===== src/rtl/imc_pkg.sv =====
// imc_pkg: shared frame geometry and FSM state type for the IMC host-side wrappers.
package imc_pkg;
    localparam int WORDS_PER_FRAME = 4;
    localparam int IDX_W = $clog2(WORDS_PER_FRAME);
    localparam logic [IDX_W-1:0] LAST_IDX = IDX_W'(WORDS_PER_FRAME - 1);
    typedef enum logic [0:0] {Idle, Send} state_e;
endpackage


===== src/rtl/output_wrapper.sv =====
// output_wrapper: captures a four-word IMC result frame and streams it out
// word by word over a valid/accept handshake, flagging results that arrive while busy.
module output_wrapper
    import imc_pkg::*;
#(
    parameter int data_width = 16
) (
    input  logic                  clk,
    input  logic                  rst,
    input  logic                  done,
    input  logic [data_width-1:0] dataIna,
    input  logic [data_width-1:0] dataInb,
    input  logic [data_width-1:0] dataInc,
    input  logic [data_width-1:0] dataInd,
    output logic                  imcReady,
    output logic [data_width-1:0] dataOut,
    output logic                  dataValid,
    input  logic                  dataAccept,
    output logic                  lastWord,
    output logic                  overrun
);
    state_e                state_q, state_d;
    logic [IDX_W-1:0]      idx_q, idx_d;
    logic [data_width-1:0] buf_q [WORDS_PER_FRAME];
    logic [data_width-1:0] buf_d [WORDS_PER_FRAME];
    logic                  overrun_q, overrun_d;

    always_ff @(posedge clk) begin
        if (rst) begin
            state_q   <= Idle;
            idx_q     <= '0;
            buf_q     <= '{default: '0};
            overrun_q <= 1'b0;
        end else begin
            state_q   <= state_d;
            idx_q     <= idx_d;
            buf_q     <= buf_d;
            overrun_q <= overrun_d;
        end
    end

    always_comb begin
        state_d = state_q;
        if (state_q == Idle && done)
            state_d = Send;
        else if (state_q == Send && dataAccept && idx_q == LAST_IDX)
            state_d = Idle;
    end

    // A done seen in Send (even alongside the final accept) is dropped and recorded.
    always_comb begin
        idx_d     = idx_q;
        buf_d     = buf_q;
        overrun_d = overrun_q | (done && state_q == Send);
        if (state_q == Idle && done) begin
            idx_d = '0;
            buf_d = '{dataIna, dataInb, dataInc, dataInd};
        end else if (state_q == Send && dataAccept) begin
            idx_d = (idx_q == LAST_IDX) ? '0 : idx_q + 1'b1;
        end
    end

    always_comb begin
        imcReady  = (state_q == Idle);
        dataValid = (state_q == Send);
        dataOut   = (state_q == Send) ? buf_q[idx_q] : '0;
        lastWord  = (state_q == Send) && (idx_q == LAST_IDX);
        overrun   = overrun_q;
    end
endmodule

===== config.mk =====
export PLATFORM = sky130hd
export DESIGN_NAME = output_wrapper
export DESIGN_NICKNAME = d
export VERILOG_FILES = /design/src/rtl/imc_pkg.sv /design/src/rtl/output_wrapper.sv
export SDC_FILE = /design/constraint.sdc
export NUM_CORES = 1
export LEC_CHECK = 0
export ABC_AREA = 0
export BUFFER_PORTS_ARGS = -buffer_cell sky130_fd_sc_hd__buf_2
export CAP_MARGIN = 20
export CORE_MARGIN = 2
export CORE_UTILIZATION = 40
export CTS_CLUSTER_DIAMETER = 40
export DETAILED_ROUTE_END_ITERATION = 8
export GPL_ROUTABILITY_DRIVEN = 0
export GPL_TIMING_DRIVEN = 1
export PLACE_DENSITY = 0.68
export SLEW_MARGIN = 20
export SYNTH_ARGS = -nofsm -noshare
export SYNTH_HDL_FRONTEND = slang
export SYNTH_SLANG_ARGS = --single-unit

===== constraint.sdc =====
create_clock -name clk -period 1.66 [get_ports clk]
set_input_delay 0.249 -clock clk [delete_from_list [all_inputs] [get_ports clk]]
set_output_delay 0.249 -clock clk [all_outputs]
set_load 0.02 [all_outputs]

==> impl_metrics.env <==
export IMPL_r2r_end="idx_q[0]"
export IMPL_p_int_mw=2.491
export IMPL_grt_pass1_vias=2388
export IMPL_cts_clk_slew_worst_paths_ns=0.07
export IMPL_synthFlopType="dfxtp_1"
export IMPL_fmax_ghz=0.5910
export IMPL_worst_slew_pin_slew_ns=0.5046
export IMPL_drv_slew=0
export IMPL_path_class="flip-flop to output pin"
export IMPL_arrival_ns=1.44
export IMPL_start_util_pct=41.78
export IMPL_required_ns=1.41
export IMPL_cts_path_max_buffers=2
export IMPL_grt_max_degree=65
export IMPL_fin_util_pct=54.45
export IMPL_synth_most_common_cell="nand2_1"
export IMPL_ios=88
export IMPL_slew_headroom_pct=66.36
export IMPL_core_area_um2=6832
export IMPL_dieWidth_um=88.47
export IMPL_synth_top_area_share_pct=47.70
export IMPL_synth_async_sr_flop_share_pct=0
export IMPL_row_count=30
export IMPL_dieArea_um2=7827
export IMPL_hold_path_depth=2
export IMPL_postSynthAreaPerCell_um2=8.017
export IMPL_p_comb_share_pct=14.5
export IMPL_worstSkewPairLatency_ns=0.33
export IMPL_clock_sinks=68
export IMPL_worstHoldPathType="primary input to flip-flop"
export IMPL_max_stage_delay_ns=0.37
export IMPL_setup_slack_ns=-0.03197
export IMPL_timing_rr_start="idx_q[0]"
export IMPL_drtIter0Drc=113
export IMPL_drt_total_wl_um=7329
export IMPL_skew_ns=0.009550
export IMPL_ff2ff_path_depth=4
export IMPL_hold_violations=0
export IMPL_antenna_found_initial=0
export IMPL_crit_chain="buf_12, mux2i_1, o22ai_2, buf_4"
export IMPL_worstPathMaxFanout=21
export IMPL_p_seq_share_pct=52.1
export IMPL_fillCellCount=678
export IMPL_syn_cell_area_um2=2854
export IMPL_power_switching_share_pct=27.24
export IMPL_dp_hpwl_um=5104
export IMPL_vias_per_cell=4.935
export IMPL_leakage_nw=1.453
export IMPL_num_antenna_cells=0
export IMPL_synth_seq_area_share_pct=47.70
export IMPL_fin_crit_sh_pct=101.9
export IMPL_grt_setup_unrepaired="true"
export IMPL_die_h_um=88.47
export IMPL_grt_ovfl_total=0
export IMPL_drv_cap=0
export IMPL_netlist_top_cells_count="129 x nand2_1, 68 x dfxtp_1, 67 x a21oi_1"
export IMPL_rrSetupSlack_ns=0.27
export IMPL_fin_total_pwr_mw=3.424
export IMPL_status="complete, but fails checks"
export IMPL_startpoint="idx_q[0]"
export IMPL_nets=504
export IMPL_cp_end_kind="output pin"
export IMPL_pwr_share_clk_pct=33.5
export IMPL_avgRoutedWirePerCell_um=13.67
export IMPL_cts_buffers=9
export IMPL_synth_distinct_cells=19
export IMPL_finalSetupViolCount=10
export IMPL_yosys_top_cells_area="dfxtp_1 48%, nand2_1 17%, a21oi_1 12%"
export IMPL_postRouteAntennaNets=0
export IMPL_cts_tree="yes"
export IMPL_firstDrtPassIters=4
export IMPL_vias=2645
export IMPL_endpoint="dataOut[9]"
export IMPL_synth_warnings=0
export IMPL_htreeDepth=3
export IMPL_switchingPower_uw=932.8
export IMPL_grt_pass1_wl_um=11490
export IMPL_violations="setup timing"
export IMPL_power_density_nw_per_um2=920.4
export IMPL_synthCells=356
export IMPL_crit_path_start_kind="flip-flop"
export IMPL_synth_top_area_cell="dfxtp_1"
export IMPL_area_growth_pct=30.34
export IMPL_cpMaxStageDelayCell="dfxtp_4"
export IMPL_grt_usage_pct=19.06
export IMPL_synth_edf_count=0
export IMPL_drive_gt1_share_pct=30.23
export IMPL_io_buffers=87
export IMPL_min_period_ns=1.692
export IMPL_remaining_drc_errors=0
export IMPL_ys_ff_latch=68
export IMPL_syn_nets=425
export IMPL_ctsRootBufferMaster="clkbuf_8"
export IMPL_irDropWorstVdd_mv=0.6075
## per-layer routing
metal / global-route usage (%) / up-vias / part of all wire (%)
li1: - / 1350 / -
met2: 28.50 / 83 / 45
met1: 26.59 / 1204 / 48
met5: 0 / - / 0
met4: 6.336 / 0 / 1.1
met3: 5.410 / 8 / 6.8
## worst max-delay path, delay by kind of cell (launching register included)
family / cells / cell delay (ns)
buffers and inverters: 2 / 0.36
multiplexers: 1 / 0.24
flip-flops: 1 / 0.37
AO/OA/AOI/OAI: 1 / 0.13
## cell type report
cell class,count,area (µm²),share of cell area (%)
Tap cell,96,120.1,3.229
Inverter,1,3.754,0.1009
Multi-Input combinational cell,257,1444,38.82
Clock inverter,4,26.28,0.7064
Sequential cell,68,1365,36.70
Clock buffer,12,135.1,3.633
Timing Repair Buffer,98,625.6,16.82
## worst min path at each step
stage,from,to,slack [ns]
floorplan,dataAccept,dataValid,0.35
global placement,buf_q[0],buf_q[0],0.44
detailed placement,buf_q[56],buf_q[56],0.45
CTS,dataAccept,dataValid,0.13
global route,dataInb[1],buf_q[33],0.12
finish,dataAccept,dataValid,0.14
## kinds of logic after synthesis
kind of cell               Yosys count  synth area share, %
AOI/OAI and AO/OA                   86                15.87
adders and majority gates            1               0.4383
buffers and inverters               31                5.874
DFF                                 68                47.70
muxes                               32                11.22
and+or+nand+nor                    138                18.90
## power by group through the flow
stage | Combinational, mW | Sequential, mW | Clock [mW]
after floorplan | 0.295 | 1.80 | 0
after global placement | 0.453 | 1.81 | 0
after detailed placement | 0.462 | 1.81 | 0
after CTS | 0.469 | 1.78 | 1.17
after global routing | 0.547 | 1.79 | 1.26
final | 0.495 | 1.78 | 1.15
## registers in the layout (all words and copies together), names as in the netlist
signal,flops
overrun,1
buf_q,64
dataValid,1
idx_q,2
## per-stage QoR
stage / std cells / hold WS, ns / setup TNS (ns) / worst slack (ns) / instance area [µm²]
4_1_cts: 536 / 0.1312 / -0.1138 / -0.02928 / 3581
6_report: 536 / 0.1366 / -0.1225 / -0.03197 / 3720
3_5_place_dp: 520 / 0.4458 / 0 / 0.2865 / 3396
3_3_place_gp: 520 / 0.4422 / 0 / 0.3015 / 3396
2_1_floorplan: 356 / 0.3486 / 0 / 0.04273 / 2854
5_1_grt: 536 / 0.1229 / -0.9799 / -0.09281 / 3720
## placed cells by master, fill, tap and decap left out
| master | Yosys | final |
|---|---|---|
| nand2_1 | 129 | 129 |
| buf_2 | 11 | 75 |
| a21oi_1 | 67 | 67 |
| dfxtp_1 | 68 | 67 |
| mux2i_1 | 32 | 22 |
| buf_4 | 10 | 14 |
| o22ai_1 | 16 | 10 |
| clkbuf_8 | 0 | 9 |
| o22ai_2 | 0 | 6 |
| mux2i_2 | 0 | 6 |
| buf_12 | 0 | 5 |
| mux2i_4 | 0 | 4 |
| buf_6 | 0 | 4 |
| clkbuf_1 | 9 | 3 |
| nor2_1 | 2 | 2 |
| o21ai_0 | 2 | 2 |
| clkinv_2 | 0 | 2 |
| inv_2 | 1 | 1 |
| nand2b_1 | 2 | 1 |
| and2_4 | 0 | 1 |
| and2b_2 | 0 | 1 |
| nand2b_2 | 0 | 1 |
| nor2b_1 | 1 | 1 |
| or4b_1 | 1 | 1 |
| a211oi_1 | 1 | 1 |
| nand3_1 | 1 | 1 |
| ha_2 | 0 | 1 |
| clkinv_4 | 0 | 1 |
| clkinvlp_4 | 0 | 1 |
| dfxtp_4 | 0 | 1 |
## what timing repair did
action,4_1_cts,5_1_grt
setup endpoints to repair,10,17
hold buffers,0,0
setup buffers,0,0
gates resized for setup,6,33
No activity file was read; power rests on OpenSTA's default activity.
